[config.mk]
export PLATFORM = sky130hd
export DESIGN_NAME = freq_generator
export DESIGN_NICKNAME = d
export VERILOG_FILES = /design/src/rtl/freq_pkg.sv /design/src/rtl/seq_divider.sv /design/src/rtl/freq_generator.sv
export SDC_FILE = /design/constraint.sdc
export NUM_CORES = 1
export LEC_CHECK = 0
export BUFFER_PORTS_ARGS = -buffer_cell sky130_fd_sc_hd__buf_2
export CORE_MARGIN = 2
export CORE_UTILIZATION = 39
export DETAILED_ROUTE_END_ITERATION = 8
export GPL_TIMING_DRIVEN = 1
export PLACE_DENSITY = 0.62
export SETUP_SLACK_MARGIN = 0.2
export SYNTH_ARGS = -nofsm -noshare
export SYNTH_HDL_FRONTEND = slang
export SYNTH_SLANG_ARGS = --single-unit
[constraint.sdc]
create_clock -name clk -period 4.42 [get_ports clk]
set_input_delay 0 -clock clk [delete_from_list [all_inputs] [get_ports clk]]
set_output_delay 0 -clock clk [all_outputs]
set_load 0.05 [all_outputs]
[src/rtl/freq_pkg.sv]
// Shared types and constants for the square-wave frequency generator.
package freq_pkg;

  localparam int unsigned FREQ_W = 16;

  typedef enum logic [1:0] {
    IDLE = 2'd0,
    DIV  = 2'd1,
    RUN  = 2'd2
  } state_t;

endpackage

[src/rtl/seq_divider.sv]
// Sequential restoring divider: one quotient bit per cycle, done after DIV_W iterations.
module seq_divider #(
  parameter int unsigned DIV_W = 32
) (
  input  logic             clk,
  input  logic             rst_n,
  input  logic             start,
  input  logic [DIV_W-1:0] dividend,
  input  logic [16:0]      divisor,
  output logic             done,
  output logic [DIV_W-1:0] quotient
);

  localparam int unsigned CNT_W = $clog2(DIV_W + 1);

  logic             busy;
  logic [CNT_W-1:0] iter;
  logic [16:0]      rem;
  logic [16:0]      dvs;
  logic [17:0]      trial;

  // quotient doubles as the dividend shift register
  assign trial = {rem, quotient[DIV_W-1]};
  assign done  = busy && (iter == CNT_W'(DIV_W));

  always_ff @(posedge clk or negedge rst_n) begin
    if (!rst_n) begin
      busy     <= 1'b0;
      iter     <= '0;
      rem      <= '0;
      dvs      <= '0;
      quotient <= '0;
    end else if (start) begin
      busy     <= 1'b1;
      iter     <= '0;
      rem      <= '0;
      dvs      <= divisor;
      quotient <= dividend;
    end else if (done) begin
      busy <= 1'b0;
    end else if (busy) begin
      iter <= iter + CNT_W'(1);
      if (trial >= {1'b0, dvs}) begin
        rem      <= 17'(trial - {1'b0, dvs});
        quotient <= {quotient[DIV_W-2:0], 1'b1};
      end else begin
        rem      <= trial[16:0];
        quotient <= {quotient[DIV_W-2:0], 1'b0};
      end
    end
  end

endmodule

[src/rtl/freq_generator.sv]
// Programmable 50%-duty square-wave generator; half period = CLK_HZ / (2*freq_in).
// Optional FREQ_GEN_GATE_EN adds a gate input that parks the output low between high phases.
module freq_generator
  import freq_pkg::*;
#(
  parameter int unsigned CLK_HZ = 50000000,
  parameter int unsigned DIV_W  = 32
) (
  input  logic              clk,
  input  logic              rst_n,
`ifdef FREQ_GEN_GATE_EN
  input  logic              gate,
`endif
  input  logic [FREQ_W-1:0] freq_in,
  input  logic              freq_valid,
  output logic              freq_ready,
  output logic              sig_out,
  output logic              period_tick,
  output logic [FREQ_W-1:0] cur_freq
);

  localparam logic [DIV_W-1:0] DIVIDEND = DIV_W'(CLK_HZ);

  state_t            state, state_nx;
  logic              accept, start, done, wave_on, wrap, stop_go, gate_i;
  logic              launch, stop_pend, pend, hold;
  logic [DIV_W-1:0]  quot, h_div, h_cur, h_pend, cnt;
  logic [FREQ_W-1:0] f_req;

`ifdef FREQ_GEN_GATE_EN
  assign gate_i = gate;
`else
  assign gate_i = 1'b1;
`endif

  seq_divider #(.DIV_W(DIV_W)) u_div (
    .clk      (clk),
    .rst_n    (rst_n),
    .start    (start),
    .dividend (DIVIDEND),
    .divisor  ({freq_in, 1'b0}),
    .done     (done),
    .quotient (quot)
  );

  assign h_div = (quot == '0) ? DIV_W'(1) : quot;

  always_ff @(posedge clk or negedge rst_n) begin
    if (!rst_n) state <= IDLE;
    else        state <= state_nx;
  end

  always_comb begin
    state_nx   = state;
    freq_ready = (state != DIV);
    accept     = freq_valid && freq_ready;
    start      = accept && (freq_in != '0);
    wrap       = (cnt == h_cur - DIV_W'(1));
    stop_go    = (state == RUN) && stop_pend && (!sig_out || wrap);
    // while re-dividing from RUN the old waveform keeps running
    wave_on    = (state == RUN) || ((state == DIV) && !launch);
    case (state)
      IDLE:    if (start) state_nx = DIV;
      DIV:     if (done) state_nx = RUN;
      RUN: begin
        if (start)        state_nx = DIV;
        else if (stop_go) state_nx = IDLE;
      end
      default: state_nx = IDLE;
    endcase
  end

  always_ff @(posedge clk or negedge rst_n) begin
    if (!rst_n) begin
      sig_out     <= 1'b0;
      period_tick <= 1'b0;
      cur_freq    <= '0;
      f_req       <= '0;
      h_cur       <= '0;
      h_pend      <= '0;
      cnt         <= '0;
      launch      <= 1'b0;
      stop_pend   <= 1'b0;
      pend        <= 1'b0;
      hold        <= 1'b0;
    end else begin
      period_tick <= 1'b0;
      if (accept) begin
        if (freq_in == '0) begin
          stop_pend <= (state == RUN);
        end else begin
          f_req     <= freq_in;
          launch    <= (state == IDLE) || stop_go;
          stop_pend <= 1'b0;
          pend      <= 1'b0;
        end
      end
      if (done) begin
        if (launch) begin
          h_cur    <= h_div;
          cur_freq <= f_req;
          hold     <= 1'b1;
          cnt      <= '0;
        end else begin
          h_pend <= h_div;
          pend   <= 1'b1;
        end
      end
      // hold: output parked low, rises on the next cycle the gate allows
      if (wave_on) begin
        if (stop_go) begin
          sig_out   <= 1'b0;
          cur_freq  <= '0;
          stop_pend <= 1'b0;
          pend      <= 1'b0;
          hold      <= 1'b0;
          cnt       <= '0;
        end else if (!sig_out && (hold || !gate_i)) begin
          if (gate_i) begin
            sig_out     <= 1'b1;
            period_tick <= 1'b1;
            hold        <= 1'b0;
            cnt         <= '0;
          end else begin
            hold <= 1'b1;
          end
        end else if (wrap) begin
          cnt     <= '0;
          sig_out <= !sig_out;
          if (!sig_out) begin
            period_tick <= 1'b1;
          end else if (pend) begin
            h_cur    <= h_pend;
            cur_freq <= f_req;
            pend     <= 1'b0;
          end
        end else begin
          cnt <= cnt + DIV_W'(1);
        end
      end
    end
  end

endmodule

==> flow_metrics.tcl, run 1 <==
set metrics [dict create \
    ios 38 \
    ys_dominant_reg_cell "dfrtp_1" \
    fin_crit_sh_pct 90.83 \
    ys_ff_latch 192 \
    grt_pass1_vias 8225 \
    max_stage_delay_ns 0.52 \
    cts_tree "built" \
    fin_tns_setup_ns 0 \
    arrival_ns 4.34 \
    synth_area_leaders "dfrtp_1, nand2_1, mux2_2" \
    status "finished, final reports clean" \
    combPwrFrac_pct 46.0 \
    gp_congestion 1.022 \
    drt_wl_total_microns 26800 \
    synth_edf_count 0 \
    yosysWarningCount 0 \
    stdcell_count 1537 \
    syn_inst 1151 \
    layout.nets 1223 \
    cts_sinks 192 \
    avgRoutedWirePerCell_microns 17.44 \
    fin_crit_ns 4.015 \
    dp_hpwl_microns 18460 \
    worstPathMaxFanout 32 \
    start_kind "register" \
    grt_overflow 0 \
    crit_required_ns 4.74 \
    placed_cell_area_sq_um 11250 \
    fp.dieH_microns 169.8 \
    slew_headroom_pct 34.50 \
    cts_buffers 17 \
    p_seq_share_pct 33.8 \
    track_usage_pct 19.42 \
    grt_pass1_wl_microns 44440 \
    seq_area_frac_synth_pct 44.81 \
    max_clock_freq_mhz 249.1 \
    synth_nets 1191 \
    switching_share_pct 41.44 \
    stdcell_area_sq_um 12070 \
    grt_max_degree 119 \
    final_util_pct 44.77 \
    row_count 60 \
    cts_root_buffer "clkbuf_16" \
    critPathCaptureType "register" \
    ir_drop_mv 0.3491 \
    intPower_mw 4.798 \
    diodes 0 \
    yosysTopAreaCellShare_pct 44.81 \
    drt_first_pass_iters 4 \
    die_x_microns 169.8 \
    cts_setup_buffers 0 \
    cp_top_family "simple AND/OR/NAND/NOR gates" \
    finalMaxSlewViolations 0 \
    p_clk_share_pct 20.2 \
    die_area_sq_um 28840 \
    dp_cells 1486 \
    setup_viol 0 \
    fillers 2552 \
    cp_cell_sequence "inv_1 -> ha_1 -> or4b_4 -> or3_1 -> a21oi_1 -> o2111ai_1 -> nor4_1 -> nand4b_1 -> nor4_4 -> nand3_1 -> nor2_2 -> buf_12 -> mux2_2" \
    antenna_found_initial 0 \
    hp-class "primary input to async pin" \
    path_class "register to register" \
    portBuffers 37 \
    worst_pin_slew_ns 0.9826 \
    worstSkewPairLatency_ns 0.44 \
    fin_skew_ns 0.02150 \
    num_vias 8578 \
    drtAntennaViolNets 0 \
    cap_violations 0 \
    drtIter0Drc 584 \
    synthArstFlopShare_pct 100.0 \
    rsz0062_at_grt "false" \
    syn_to_final_growth_pct 12.52 \
    netSwitchingPower_mw 3.395 \
    drc_errors 0 \
    power_density_nw_per_um2 679.1 \
    syn_area_per_cell_sq_um 9.316 \
    multiInputGateArea_sq_um 5517 \
    final_hold_viol_count 0 \
    critPathBufInv 2 \
    cts.clk_slew.worst_paths_ns 0.08 \
    vias_per_cell 5.581 \
    coreArea_sq_um 26950 \
    static-leakage-power_nw 5.682 \
    synth.distinct_cells 78 \
    ys_top_cells_by_count "nand2_1, dfrtp_1, o21ai_0, mux2_2, a21oi_1" \
    clock_path_buffers 2 \
    drive_above_1_share_pct 15.22 \
    syn_area_sq_um 10720 \
    initial_utilization_pct 39.79 \
    cts_max_level 4 \
    yosys.area.top_type "dfrtp_1" \
    seq_area_sq_um 4805 \
    crit_path_top_delay_cell "or4b_4" \
    yosysMostFrequentCell "nand2_1" \
]
[power groups by stage]
stage	clock, mW	combinational (mW)	sequential [mW]
finish	1.65	3.77	2.77
global route	1.76	4.27	2.85
CTS	1.68	3.78	2.76
detailed placement	0	3.74	2.79
global placement	0	3.71	2.79
floorplan	0	2.95	2.62
[area by class of cell]
type                       instances  area share [%]
clock buffer                      18           3.557
sequential                       192           39.82
inverter                          39           1.213
multi-input combinational        857           45.72
clock inverter                    14           1.618
tap                              341           3.536
timing repair buffer              76           4.532
[per-stage QoR]
step	hold WS, ns	setup slack [ns]	power [mW]
after CTS	0.2818	0.4629	8.222
final	0.1986	0.4055	8.193
after floorplan	-0.2956	0.9260	5.577
after global placement	0.1878	0.5742	6.492
after detailed placement	0.2062	0.4730	6.530
after global routing	0.3286	0.2259	8.880
[path summary, 6_finish.rpt]
kind | from | end | slack, ns | cells past startpoint
min | rst_n | hold | 0.20 | 2
min in group clk | freq_in[1] | f_req[1] | 0.31 | 4
max | h_cur[0] | h_cur[29] | 0.41 | 13
max in group asynchronous | rst_n | h_cur[28] | 3.14 | 3
min reg2reg | f_req[9] | cur_freq[9] | 0.49 | 1
max reg2reg | h_cur[0] | h_cur[29] | 0.41 | 13
[flip-flops by register name (all words and copies together), names as in the netlist, 2 cells and up]
name	flops
u_div.rem	17
u_div.iter	6
h_cur	32
h_pend	32
cur_freq	16
state	2
u_div.quotient	32
f_req	16
cnt	32
[metal layers]
metal  up-vias  track usage [%]  share of wire (%)
met3        49            2.907                3.8
met4         0            6.503                2.3
met2       175            30.04                 45
met1      4201            27.89                 49
met5         -                0                  0
li1       4153                -                  -
[worst reg2reg max path: cells and delay by family (launching register included)]
kind                     cells  cell delay (ns)
AO/OA/AOI/OAI                2             0.37
flip-flops                   1             0.45
multiplexers                 1             0.40
adder cells (fa/ha/maj)      1             0.23
buffers and inverters        2             0.34
AND/OR/NAND/NOR              7             2.12
[cells in the final DEF (no fill, tap or decap), drive strengths merged, types with 19 or more instances in the layout]
cell / instances
nor4: 35
o21ai: 83
nand2: 217
ha: 20
mux2: 65
dlygate4sd3: 19
dfrtp: 192
a21oi: 56
nand3: 40
buf: 56
a22o: 21
xnor2: 44
nor2: 46
inv: 45
a21o: 19
nor3: 36
clkbuf: 19
xor2: 20
[logic make-up (layout without fill, tap and decap cells)]
| family | after synthesis | in the layout | synth area share (%) |
|---|---|---|---|
| mux | 83 | 83 | 8.506 |
| flops | 192 | 192 | 44.81 |
| compound gates | 232 | 232 | 13.77 |
| simple gates | 457 | 457 | 21.30 |
| xor+xnor | 64 | 64 | 5.228 |
| fa+ha+maj | 21 | 21 | 2.520 |
| buf+inv | 102 | 147 | 3.874 |
[repair_timing]
action | CTS | global route
resized for setup | 0 | 0
hold buffers | 19 | 0
hold endpoints to repair | 133 | 0
Power figures use the tool's default switching activity.
==> run 2, diff against run 1 <==
--- a/config.mk
+++ b/config.mk
@@ -6,12 +6,15 @@
 export NUM_CORES = 1
 export LEC_CHECK = 0
 export BUFFER_PORTS_ARGS = -buffer_cell sky130_fd_sc_hd__buf_2
+export CORE_ASPECT_RATIO = 0.9
 export CORE_MARGIN = 2
 export CORE_UTILIZATION = 39
 export DETAILED_ROUTE_END_ITERATION = 8
 export GPL_TIMING_DRIVEN = 1
 export PLACE_DENSITY = 0.62
+export RECOVER_POWER = 25
 export SETUP_SLACK_MARGIN = 0.2
 export SYNTH_ARGS = -nofsm -noshare
 export SYNTH_HDL_FRONTEND = slang
+export SYNTH_HIERARCHICAL = 1
 export SYNTH_SLANG_ARGS = --single-unit
==> flow_metrics.tcl, run 2 <==
set metrics [dict create \
    yosysWarningCount 6 \
    drc_errors 0 \
    start_kind "register" \
    cts.clk_slew.worst_paths_ns 0.06 \
    synth.distinct_cells 70 \
    fin_skew_ns 0.01746 \
    top_layer_used "met4" \
    worstSkewPairLatency_ns 0.52 \
    cts_sinks 209 \
    cp_cell_sequence "nor4_1 -> nand4_1 -> o41a_1 -> nor3_1 -> and4_1 -> and4b_1 -> nand2_4 -> mux2_4" \
    clock_path_buffers 3 \
    coreArea_sq_um 29880 \
    hp-class "primary input to register" \
    yosysTopAreaCellShare_pct 44.17 \
    crit_required_ns 4.81 \
    gp_congestion 0.9192 \
    dp_slack_ns 0.8381 \
    ys_top_cells_by_count "dfrtp_1, nand2_1, o21ai_0, nor2_1, clkbuf_1" \
    grt_overflow 0 \
    cts_root_buffer "clkbuf_16" \
    worstPathMaxFanout 32 \
    diodes 0 \
    grt_max_degree 109 \
    path_depth 8 \
    fin_crit_ns 3.625 \
    met3RoutedLength_microns 1365 \
    min_from "freq_in[12]" \
    drtAntennaViolNets 0 \
    critPathLaunch "h_cur[12]" \
    syn_area_per_cell_sq_um 9.382 \
    cp_top_family "simple AND/OR/NAND/NOR gates" \
    vias_per_cell 5.507 \
    worstReg2RegStart "h_cur[12]" \
    yosysMostFrequentCell "dfrtp_1" \
    drt_first_pass_iters 4 \
    crit_path_top_delay_cell "nor4_1" \
    status "finished, violations left" \
    die_x_microns 187.7 \
    violations "capacitance limit, slew limit" \
    num_vias 9593 \
    fp.dieH_microns 169.3 \
    dr_wl_met2_microns 13010 \
    wl_met1_microns 15710 \
    fin_ws_ns 0.7954 \
    critPathCapture "h_cur[4]" \
    setup_viol 0 \
    cts_max_level 1 \
    synthArstFlopShare_pct 100.0 \
    initial_utilization_pct 39.63 \
    max_clock_freq_mhz 275.9 \
    arrival_ns 4.01 \
    drive_above_1_share_pct 14.12 \
    static-leakage-power_nw 6.256 \
    synth_edf_count 0 \
    syn_to_final_growth_pct 14.19 \
    critPathCaptureType "register" \
    r2r_cells 8 \
    ctsResizeCount 0 \
    ir_drop_mv 0.3174 \
    yosys.area.top_type "dfrtp_1" \
    row_count 60 \
    syn_area_sq_um 11840 \
    path_class "register to register" \
    r2r_end "h_cur[4]" \
    avgRoutedWirePerCell_microns 17.55 \
    cts_tree "built" \
    final_hold_viol_count 0 \
    most-common-layout-cells "dfrtp_1, nand2_1, o21ai_0" \
    layout.nets 1363 \
    fin_tns_setup_ns 0 \
    syn_inst 1262 \
    portBuffers 37 \
    ys_dominant_reg_cell "dfrtp_1" \
    ys_ff_latch 209 \
    reg2reg_slack_ns 0.80 \
    grt_pass1_vias 9018 \
    rsz0062_at_grt "false" \
    die_area_sq_um 31770 \
    track_usage_pct 19.10 \
    antenna_found_initial 0 \
    cap_violations 1 \
    drt_wl_total_microns 30570 \
    ios 38 \
    finalMaxSlewViolations 102 \
    fin_crit_sh_pct 82.01 \
    synth_area_leaders "dfrtp_1, nand2_1, mux2_2" \
    hold_slack_ns 0.2952 \
    final_common_cell "dfrtp_1" \
    dp_hpwl_microns 21000 \
    cts_buffers 24 \
    critPathBufInv 0 \
    power_density_nw_per_um2 784.5 \
    max_stage_delay_ns 0.57 \
    grt_pass1_wl_microns 49550 \
    drtIter0Drc 744 \
    seq_area_frac_synth_pct 44.17 \
    slew_headroom_pct -77.63 \
    worst_pin_slew_ns 2.665 \
]
run 2: cell families after synthesis:
kind of cell / Yosys count / share of synthesized area (%)
compound gates: 257 / 13.59
other cells: 2 / 0.06343
flops: 209 / 44.17
mux: 113 / 11.35
buf+inv: 115 / 4.079
xor+xnor: 54 / 3.995
simple gates: 490 / 20.36
fa+ha+maj: 22 / 2.388
run 2: worst min-delay path, delay by kind of cell:
family | cells | cell delay [ns]
compound gates | 1 | 0.06
buf+inv | 2 | 0.66
simple gates | 1 | 0.05
run 2: final cells by class:
type / instances / area (sq um)
fill: 2935 / 16360
multi-input combinational: 969 / 6262
sequential: 209 / 5230
clock buffer: 38 / 754.5
timing repair buffer: 77 / 533.0
tap: 403 / 504.2
inverter: 41 / 155.1
clock inverter: 5 / 81.33
run 2: stage by stage:
step                area, sq um  instances  utilization, %  power, mW
floorplan                 11960       1293               -      7.177
global placement          12520       1681           41.92      8.403
detailed placement        12520       1681           41.92      8.481
CTS                       13540       1742           45.32      10.62
global route              13520       1742           45.25      11.41
finish                    13520       1742           45.25      10.61
run 2: repair_timing:
action,4_1_cts,5_1_grt
hold endpoints to repair,137,0
setup buffers,0,0
setup endpoints to repair,0,0
hold buffers,18,0
run 2: where the power goes:
part	leakage, nW	internal (mW)	switching, mW
Combinational	3.13	2.26	2.93
Clock	0.408	1.28	0.799
Sequential	2.72	2.58	0.753
run 2: worst min path at each step:
stage	endpoint	slack (ns)	depth (start not counted)
final	u_div/dvs[13]	0.30	4
after global routing	u_div/dvs[8]	0.30	4
after CTS	u_div/rem[4]	0.13	2
after detailed placement	u_div/rem[4]	0.09	1
after global placement	u_div/rem[4]	0.09	1
after floorplan	cnt[0]	-0.30	0
run 2: per-layer routing:
layer / vias to the layer above / global-route usage [%]
met2: 219 / 27.84
met3: 35 / 2.192
met5: - / 0
li1: 4628 / -
met4: 0 / 3.903
met1: 4711 / 30.22
==> run 3, diff against run 2 <==
--- a/config.mk
+++ b/config.mk
@@ -5,6 +5,7 @@
 export SDC_FILE = /design/constraint.sdc
 export NUM_CORES = 1
 export LEC_CHECK = 0
+export ABC_AREA = 1
 export BUFFER_PORTS_ARGS = -buffer_cell sky130_fd_sc_hd__buf_2
 export CORE_ASPECT_RATIO = 0.9
 export CORE_MARGIN = 2
==> constraint.sdc (replaced) <==
create_clock -name clk -period 3.7 [get_ports clk]
set_input_delay 0 -clock clk [delete_from_list [all_inputs] [get_ports clk]]
set_output_delay 0 -clock clk [all_outputs]
set_load 0.05 [all_outputs]
==> flow_metrics.tcl, run 3 <==
set metrics [dict create \
    drc_errors 0 \
    stdcell_count 2519 \
    max_clock_freq_mhz 321.1 \
    synthArstFlopShare_pct 100.0 \
    cts.clk_slew.worst_paths_ns 0.06 \
    grt_pass1_wl_microns 63160 \
    fin_tns_setup_ns 0 \
    portBuffers 37 \
    cpMostUsedCell "nand2_1" \
    dp_hpwl_microns 26770 \
    ys_ff_latch 209 \
    max_stage_delay_ns 0.44 \
    cts_tree "built" \
    power_density_nw_per_um2 646.3 \
    synth-simple-area-share_pct 35.46 \
    die_area_sq_um 36640 \
    syn_to_final_growth_pct 11.35 \
    drive_above_1_share_pct 7.415 \
    ir_drop_mv 0.3267 \
    yosys.area.top_type "dfrtp_1" \
    critPathCaptureType "register" \
    synth_xor_area_share_pct 4.029 \
    reg2reg_slack_ns 0.59 \
    dp_cells 2458 \
    crit_required_ns 4.12 \
    r2r_cells 17 \
    worst_pin_slew_ns 2.861 \
    ys_dominant_reg_cell "dfrtp_1" \
    die_x_microns 201.5 \
    cts_buffers 24 \
    gp_congestion 0.9164 \
    worstReg2RegStart "h_cur[5]" \
    final_hold_viol_count 0 \
    rsz0062_at_grt "false" \
    power_mw 9.858 \
    cts_max_level 1 \
    drtAntennaViolNets 0 \
    worstPathMaxFanout 25 \
    synth_edf_count 0 \
    grt_overflow 0 \
    syn_area_per_cell_sq_um 6.855 \
    vias_per_cell 5.013 \
    synthAdderAreaFrac_pct 2.064 \
    track_usage_pct 20.97 \
    ios 38 \
    finalMaxSlewViolations 110 \
    dp_slack_ns 0.4569 \
    grt_max_degree 111 \
    fp.dieH_microns 181.8 \
    fin_crit_sh_pct 84.18 \
    clock_path_buffers 3 \
    grt_pass1_vias 11800 \
    yosysMostFrequentCell "nand2_1" \
    final_common_cell "nand2_1" \
    slew_headroom_pct -90.71 \
    diodes 0 \
    syn_area_sq_um 13700 \
    drtIter0Drc 978 \
    ys_top_cells_by_count "nand2_1, inv_1, dfrtp_1, o21ai_0, nor2_1" \
    yosysTopAreaCellShare_pct 38.18 \
    seq_area_frac_synth_pct 38.18 \
    cp_top_family "simple AND/OR/NAND/NOR gates" \
    cp_cell_sequence "nor2_1 -> nand2_1 -> nor2_4 -> nand2_2 -> inv_2 -> nand2_1 -> nand2_1 -> nand2_1 -> nor2_1 -> nand2_1 -> nor2_4 -> nand3_4 -> buf_4 -> nand2_1 -> nor2_1 -> nand3_1 -> nand2_1" \
    hp-class "primary input to register" \
    critPathBufInv 2 \
    coreArea_sq_um 34810 \
    path_class "register to register" \
    initial_utilization_pct 39.35 \
    synthMuxAreaShare_pct 0.07308 \
    num_vias 12630 \
    drt_wl_total_microns 37550 \
    critPathLaunch "h_cur[5]" \
    yosysWarningCount 6 \
    cts_root_buffer "clkbuf_16" \
    cts_setup_buffers 0 \
    layout.nets 2074 \
    synth_top_family_by_area "simple AND/OR/NAND/NOR gates" \
    setup_viol 0 \
    static-leakage-power_nw 7.957 \
    min_from "freq_in[12]" \
    start_kind "register" \
    crit_path_top_delay_cell "dfrtp_1" \
    synth_compound_area_share_pct 10.02 \
    row_count 65 \
    most-common-layout-cells "nand2_1, inv_1, dfrtp_1" \
    avgRoutedWirePerCell_microns 14.91 \
    fillers 3549 \
    fin_crit_ns 3.115 \
    arrival_ns 3.53 \
    r2r_end "cnt[16]" \
    fin_skew_ns 0.01850 \
    hold_depth 4 \
    syn_inst 1998 \
    worstSkewPairLatency_ns 0.54 \
    hold_end "u_div/dvs[13]" \
    antenna_found_initial 0 \
    drt_first_pass_iters 5 \
    violations "capacitance limit, slew limit" \
    synth_area_leaders "dfrtp_1, nand2_1, inv_1" \
    status "finished, violations left" \
    cap_violations 1 \
    cts_sinks 209 \
    fin_ws_ns 0.5855 \
    synth.distinct_cells 42 \
]
## run 3: layout make-up
type	instances	area, sq um	area share [%]
Clock inverter	6	51.30	0.3363
Multi-Input combinational cell	1476	7213	47.29
Sequential cell	209	5230	34.29
Clock buffer	37	719.4	4.717
Timing Repair Buffer	71	509.2	3.339
Tap cell	469	586.8	3.847
Inverter	251	942.2	6.177
## run 3: worst max-delay path by stage
stage               cells past startpoint       to  slack (ns)
detailed placement                     16  cnt[23]        0.46
finish                                 17  cnt[16]        0.59
global placement                       16  cnt[24]        0.50
CTS                                    16  cnt[16]        0.44
global route                            9   cnt[6]        0.26
floorplan                              17   cnt[2]        1.42
## run 3: report_power, final
group	internal, mW	switching [mW]	total, mW
logic	1.42	2.92	4.34
registers	2.80	0.390	3.19
clock network	1.34	0.987	2.33
## run 3: worst reg2reg max path, delay by kind of cell, from the launching register on
kind | cells | cell delay [ns]
AND/OR/NAND/NOR | 15 | 2.15
buffers and inverters | 2 | 0.39
flip-flops | 1 | 0.44
## run 3: metal layers
| layer | track usage, % | vias up | routed length, microns |
|---|---|---|---|
| met4 | 4.647 | 0 | 748 |
| li1 | - | 6431 | - |
| met2 | 30.94 | 325 | 15840 |
| met3 | 2.764 | 55 | 2127 |
| met5 | 0 | - | 0 |
| met1 | 32.41 | 5817 | 18830 |
## run 3: timing repair
item	in CTS	in global routing
gates resized for setup	0	1
endpoints found under the hold margin	141	0
hold buffers	18	0
endpoints found under the setup margin	0	52
## run 3: logic make-up (layout without fill, tap and decap cells)
kind of cell             Yosys count  in the layout
AO/OA/AOI/OAI                    251            251
buffers and inverters            344            365
XOR/XNOR                          63             63
multiplexers                       1              1
other                              2             33
flip-flops                       209            209
adder cells (fa/ha/maj)           22             22
AND/OR/NAND/NOR                 1106           1106
## run 3: stage by stage
| stage | instance area (sq um) | hold WS [ns] | util [%] |
|---|---|---|---|
| final | 15250 | 0.2622 | 43.82 |
| after global routing | 15250 | 0.2640 | 43.82 |
| after CTS | 15260 | 0.1518 | 43.84 |
| after detailed placement | 14310 | 0.1403 | 41.10 |
| after global placement | 14310 | 0.1353 | 41.10 |
| after floorplan | 13810 | -0.2956 | - |
